**config.mk**
```make
export PLATFORM = sky130hd
export DESIGN_NAME = scan_decoder
export DESIGN_NICKNAME = d
export VERILOG_FILES = /design/src/rtl/scan_decoder.sv
export SDC_FILE = /design/constraint.sdc
export NUM_CORES = 1
export LEC_CHECK = 0
export BUFFER_PORTS_ARGS = -buffer_cell sky130_fd_sc_hd__buf_2
export CAP_MARGIN = 40
export CORE_ASPECT_RATIO = 1.2
export CORE_UTILIZATION = 50
export CTS_CLUSTER_DIAMETER = 100
export DETAILED_ROUTE_END_ITERATION = 12
export PLACE_DENSITY = 0.75
export SYNTH_ARGS = -nofsm -noshare
export SYNTH_HDL_FRONTEND = slang
export SYNTH_SLANG_ARGS = --single-unit
```
**constraint.sdc**
```tcl
create_clock -name clk -period 1.9 [get_ports clk]
set_input_delay 0 -clock clk [delete_from_list [all_inputs] [get_ports clk]]
set_output_delay 0 -clock clk [all_outputs]
set_load 0.05 [all_outputs]
```
**src/rtl/scan_decoder.sv**
```systemverilog
// scan_decoder: registered one-hot decoder with DIRECT decode and SCAN sweep modes; ports clk, rst_n, en, mode, in_valid, in, dwell -> op, idx, wrap, busy; SCAN_DECODER_BLANK_EN adds a blank cycle after each scan slot
module scan_decoder #(
  parameter int IN_W = 4,
  parameter int DWELL_W = 8,
  localparam int OUT_W = 1 << IN_W
) (
  input  logic               clk,
  input  logic               rst_n,
  input  logic               en,
  input  logic               mode,
  input  logic               in_valid,
  input  logic [IN_W-1:0]    in,
  input  logic [DWELL_W-1:0] dwell,
  output logic [OUT_W-1:0]   op,
  output logic [IN_W-1:0]    idx,
  output logic               wrap,
  output logic               busy
);
`ifdef SCAN_DECODER_BLANK_EN
  localparam bit BLANK = 1'b1;
`else
  localparam bit BLANK = 1'b0;
`endif
  typedef enum logic [1:0] {IDLE, DIRECT, SCAN} state_t;
  state_t state, state_n;
  logic [DWELL_W-1:0] cnt, cnt_n, dw_s, dw_s_n;
  logic [OUT_W-1:0] op_n;
  logic [IN_W-1:0] idx_n;
  logic wrap_n, blank, blank_n, slot_end, advance;
  always_comb begin
    state_n = !en ? IDLE : mode ? SCAN : DIRECT;
    slot_end = !blank && cnt == dw_s;
    advance = blank || (slot_end && !BLANK);
    op_n = op;
    idx_n = idx;
    wrap_n = 1'b0;
    cnt_n = cnt;
    dw_s_n = dw_s;
    blank_n = 1'b0;
    case (state_n)
      DIRECT: begin
        cnt_n = '0;
        if (in_valid) begin
          op_n = OUT_W'(1) << in;
          idx_n = in;
        end
      end
      SCAN: begin
        if (state != SCAN) begin
          op_n = OUT_W'(1);
          idx_n = '0;
          cnt_n = '0;
          dw_s_n = dwell;
        end else if (advance) begin
          idx_n = idx + 1'b1;
          op_n = OUT_W'(1) << (idx + 1'b1);
          wrap_n = &idx;
          cnt_n = '0;
          dw_s_n = dwell;
        end else if (slot_end) begin
          blank_n = 1'b1;
          op_n = '0;
          cnt_n = '0;
        end else begin
          cnt_n = cnt + 1'b1;
        end
      end
      default: begin
        op_n = '0;
        cnt_n = '0;
      end
    endcase
  end
  always_ff @(posedge clk or negedge rst_n) begin
    if (!rst_n) begin
      state <= IDLE;
      op <= '0;
      idx <= '0;
      wrap <= 1'b0;
      busy <= 1'b0;
      cnt <= '0;
      dw_s <= '0;
      blank <= 1'b0;
    end else begin
      state <= state_n;
      op <= op_n;
      idx <= idx_n;
      wrap <= wrap_n;
      busy <= state_n == SCAN;
      cnt <= cnt_n;
      dw_s <= dw_s_n;
      blank <= blank_n;
    end
  end
endmodule

```
==> flow_summary.html <==
<table>
<tr><th>Metric</th><th>Value</th></tr>
<tr><th colspan="2">Run status</th></tr>
<tr><td>Status</td><td>finished, final reports clean</td></tr>
<tr><th colspan="2">Routing</th></tr>
<tr><td>Router iterations before antenna repair</td><td>4</td></tr>
<tr><td>WL per Instance</td><td>roughly 15 um</td></tr>
<tr><td>Routed Antenna Nets</td><td>0</td></tr>
<tr><td>Detailed-route vias per instance</td><td>approximately 5.7</td></tr>
<tr><td>Number of remaining DRC errors</td><td>0</td></tr>
<tr><td>Via count</td><td>roughly 2,000</td></tr>
<tr><td>Number of violations reported at the end of detailed-routing iteration 0</td><td>146</td></tr>
<tr><td>Final WL</td><td>around 5.4 mm</td></tr>
<tr><th colspan="2">Power and ir drop</th></tr>
<tr><td>Total chip power</td><td>approximately 0.0021 W</td></tr>
<tr><td>Maximum vdd drop</td><td>between 0.3 and 0.4 mV</td></tr>
<tr><td>Cell Pwr Density</td><td>between 700 and 800 mW/mm^2</td></tr>
<tr><td>Leakage dissipation</td><td>1.32 nW</td></tr>
<tr><th colspan="2">Logic synthesis</th></tr>
<tr><td>Most area-hungry cell type in the Yosys netlist</td><td>sky130_fd_sc_hd__dfrtp_1</td></tr>
<tr><td>Total of flip-flops plus latches after synthesis</td><td>40</td></tr>
<tr><td>Mean area per synthesized cell</td><td>9.71 sq um</td></tr>
<tr><td>Largest family of logic cells by synthesized area</td><td>simple AND/OR/NAND/NOR gates</td></tr>
<tr><td>Share of synthesized flip-flops with an asynchronous set or reset</td><td>between 90% and 100%</td></tr>
<tr><td>Predominant post-synthesis flop cell</td><td>sky130_fd_sc_hd__dfrtp_1</td></tr>
<tr><td>Area fraction in compound gates after synthesis</td><td>between 15 and 20%</td></tr>
<tr><td>Top post-synthesis cells by count</td><td>40 x sky130_fd_sc_hd__dfrtp_1, 27 x sky130_fd_sc_hd__nand3_1, 15 x sky130_fd_sc_hd__nand2_1</td></tr>
<tr><td>Cells after Synth</td><td>230</td></tr>
<tr><td>Post-synthesis cell area</td><td>about 0.0022 sq mm</td></tr>
<tr><td>Area share of fa/ha/maj cells after synthesis</td><td>under 10%</td></tr>
<tr><td>Synth warnings</td><td>0</td></tr>
<tr><td>Largest cells by area after synthesis</td><td>sky130_fd_sc_hd__dfrtp_1 45%, sky130_fd_sc_hd__nand3_1 6.1%, sky130_fd_sc_hd__xor2_1 5.1%, sky130_fd_sc_hd__mux2_2 4.0%, sky130_fd_sc_hd__ha_1 3.4%</td></tr>
<tr><td>Count of flip-flops with a built-in enable after synthesis</td><td>0</td></tr>
<tr><td>Multiplexer share of the synthesized area</td><td>under 10%</td></tr>
<tr><td>Number of unique standard cell types used by synthesis</td><td>44</td></tr>
<tr><td>Synthesized netlist net count</td><td>about 250</td></tr>
<tr><td>Basic-gate share of the synthesized area counting and, or, nand and nor cells</td><td>between 20% and 30%</td></tr>
<tr><td>Parity-gate share of the synthesized area counting xor and xnor cells</td><td>between 5 and 6%</td></tr>
<tr><td>Leading cell type by number of instances after synthesis</td><td>sky130_fd_sc_hd__dfrtp_1</td></tr>
<tr><td>Post-synth top area share</td><td>44.8%</td></tr>
<tr><td>Sequential area share after synthesis</td><td>44.8%</td></tr>
<tr><th colspan="2">Cells and area</th></tr>
<tr><td>Util after Layout</td><td>65.9%</td></tr>
<tr><td>Total number of nets in the final design</td><td>313</td></tr>
<tr><td># diodes</td><td>0</td></tr>
<tr><td>Growth of design area from synthesis to finish</td><td>25.7%</td></tr>
<tr><td>Fraction of layout instances using a drive strength above 1</td><td>between 20% and 30%</td></tr>
<tr><th colspan="2">Place</th></tr>
<tr><td>I/O Buffers</td><td>38</td></tr>
<tr><td>Routability congestion estimate from global placement</td><td>between 0.8 and 0.9</td></tr>
<tr><td>HPWL Detailed</td><td>3.81 mm</td></tr>
<tr><td>Pre-CTS WS</td><td>roughly 29 ps</td></tr>
<tr><th colspan="2">Timing</th></tr>
<tr><td>Tightest Pin Transition</td><td>roughly 500 ps</td></tr>
<tr><td>Total negative slack</td><td>0 ps</td></tr>
<tr><td>Highest Clock Rate</td><td>0.552 GHz</td></tr>
<tr><td>Max-slew violation count</td><td>0</td></tr>
<tr><td>Hold Worst Slack</td><td>between 20 and 25 ps</td></tr>
<tr><td>Unrepaired setup endpoints after global routing</td><td>yes</td></tr>
<tr><td>Count of endpoints failing hold in the final timing report</td><td>0</td></tr>
<tr><td>Period utilisation layout</td><td>95.4%</td></tr>
<tr><td># setup viols final</td><td>0</td></tr>
<tr><td>Normalized max-slew margin</td><td>~66%</td></tr>
<tr><td>Setup skew after layout</td><td>6.17 ps</td></tr>
<tr><td>Worst setup margin</td><td>~87 ps</td></tr>
<tr><td>Fin crit period</td><td>around 1800 ps</td></tr>
<tr><th colspan="2">Floorplan</th></tr>
<tr><td>Ports</td><td>39</td></tr>
<tr><td>Initial core utilization</td><td>between 50% and 60%</td></tr>
<tr><td>Floorplan row count</td><td>26</td></tr>
<tr><td>Die Area</td><td>between 0.004 and 0.005 sq mm</td></tr>
<tr><td>Core Area</td><td>around 0.0043 sq mm</td></tr>
<tr><td>Height of the chip</td><td>75.2 um</td></tr>
<tr><td>Width of the die</td><td>between 60 and 70 um</td></tr>
<tr><th colspan="2">GRT</th></tr>
<tr><td>Antenna violations before repair</td><td>0</td></tr>
<tr><td>All-layer global routing usage</td><td>25.0%</td></tr>
<tr><td>Via count of the first global-routing pass</td><td>~1,900</td></tr>
<tr><td>Global route total overflow</td><td>0</td></tr>
<tr><td>Maximum number of pins on one net before global-route repair</td><td>23</td></tr>
<tr><td>Wire length of the first global-routing pass</td><td>slightly above 9 mm</td></tr>
<tr><th colspan="2">CTS</th></tr>
<tr><td>Buffers from clock root to sink, at most</td><td>2</td></tr>
<tr><td>TritonCTS clock tree</td><td>done</td></tr>
<tr><td>Number of clock buffers inserted by TritonCTS</td><td>5</td></tr>
<tr><td>Clock sink total</td><td>40</td></tr>
<tr><td>H-Tree Depth</td><td>2</td></tr>
<tr><td>Clock transition time at the flip-flop clock pins of the worst setup and hold paths</td><td>around 80 ps</td></tr>
<tr><td>Later-pin clock latency in the skew report</td><td>~300 ps</td></tr>
<tr><td>Root buffer selected by CTS</td><td>sky130_fd_sc_hd__clkbuf_8</td></tr>
<tr><th colspan="2">Setup path</th></tr>
<tr><td>Slack of the worst reg-to-reg path</td><td>90 ps</td></tr>
<tr><td>Type of element capturing the critical path</td><td>register</td></tr>
<tr><td>CP Class</td><td>reg2reg</td></tr>
<tr><td>Number of cell instances on the worst register-to-register path</td><td>6</td></tr>
<tr><td>Endpoint required time on the critical path</td><td>2140 ps</td></tr>
<tr><td>Startpoint type of the worst setup path</td><td>register</td></tr>
<tr><td>Largest fanout on the critical path</td><td>22</td></tr>
<tr><td>Endpoint arrival time on the critical path</td><td>between 2000 and 2500 ps</td></tr>
<tr><td>Critical R2R Launch</td><td>dw_s[4]</td></tr>
<tr><td>Reg-to-reg endpoint</td><td>op[14]</td></tr>
<tr><th colspan="2">Min path</th></tr>
<tr><td>Hold_sp</td><td>in[2]</td></tr>
<tr><td>Hold path depth</td><td>3</td></tr>
<tr><td>Hold endpoint</td><td>idx[2]</td></tr>
<tr><td>Hold crit path type</td><td>in2reg</td></tr>
<tr><th colspan="2">Job</th></tr>
<tr><td>Maxcap violations</td><td>0</td></tr>
</table>
-- stage by stage --
step,cells,cell area [sq um]
2_1_floorplan,230,2240
3_3_place_gp,324,2520
3_5_place_dp,325,2530
4_1_cts,345,2760
5_1_grt,347,2810
6_report,347,2810
-- cell type report --
| class | count | area, sq um |
|---|---|---|
| Inverter | 8 | 30.0 |
| Sequential cell | 40 | 1000 |
| Clock inverter | 2 | 35.0 |
| Multi-Input combinational cell | 171 | 1160 |
| Tap cell | 56 | 70.1 |
| Clock buffer | 6 | 72.6 |
| Timing Repair Buffer | 64 | 432 |
| Fill cell | 350 | 1450 |
-- logic make-up (layout without fill, tap and decap cells) --
group / count (synthesis) / in the layout
XOR/XNOR: 14 / 14
buffers and inverters: 19 / 80
flip-flops: 40 / 40
AO/OA/AOI/OAI: 51 / 51
other: 1 / 1
adder cells (fa/ha/maj): 6 / 6
multiplexers: 10 / 10
AND/OR/NAND/NOR: 89 / 89
-- critical path, stage by stage, from the launching register on --
cell and delay, ps:
sky130_fd_sc_hd__dfrtp_1 400, sky130_fd_sc_hd__xor2_1 170, sky130_fd_sc_hd__nor4_2 320, sky130_fd_sc_hd__a21oi_2 160, sky130_fd_sc_hd__buf_6 200, sky130_fd_sc_hd__or3_1 410
sky130_fd_sc_hd__nand3_2 90
-- what timing repair did --
action | CTS | global route
endpoints found under the hold margin | 28 | 0
gates resized for setup | 0 | 5
hold buffers | 12 | 0
setup endpoints to repair | 0 | 20
buffers inserted | 0 | 2
-- state kept, by name, indices dropped and copies added (netlist names) --
register  count
op           16
idx           4
wrap          1
dw_s          8
blank         1
state         1
cnt           8
busy          1
-- how the worst max path moves through the flow --
| stage | from | end | slack [ps] | cells past startpoint |
|---|---|---|---|---|
| 4_1_cts | dw_s[3] | dw_s[7] | 10 | 5 |
| 3_3_place_gp | dw_s[3] | dw_s[3] | 60 | 5 |
| 5_1_grt | cnt[4] | op[14] | -20 | 6 |
| 2_1_floorplan | idx[0] | op[2] | 40 | 6 |
| 3_5_place_dp | dw_s[3] | dw_s[7] | 30 | 5 |
| 6_report | dw_s[4] | op[14] | 90 | 6 |
-- cell usage in the layout (no fill, tap or decap), drive strengths merged, types with 2 or more instances in the layout --
master	n
dlygate4sd3	12
or3	3
nand4b	2
a21oi	13
buf	52
dfrtp	40
a21o	3
o211ai	10
nor2b	3
clkbuf	6
xor2	13
o21ai	4
mux2i	2
ha	6
inv	8
nand2b	7
nor2	14
mux2	8
o21a	2
nand3	27
a32oi	4
nor3	4
a22oi	6
nor4	4
and2	2
nand2	15
and3	4
a211oi	2
-- per-layer routing --
layer  vias to the layer above  share of wire, %  global-route usage [%]
met2                        66                50                    41.3
met1                       954                43                    32.1
li1                        950                 -                       -
met4                         0               1.8                    10.3
met3                        12               5.2                    5.30
met5                         -                 0                       0
-- where the power goes --
part           switching, W  internal (W)  leakage, nW  total [W]
logic              0.000285      0.000181        0.735   0.000465
clock network      0.000295      0.000390       0.0552   0.000685
registers         0.0000416      0.000902        0.525   0.000944
total              0.000622       0.00147         1.32    0.00209
(Power assumes the default switching activity.)
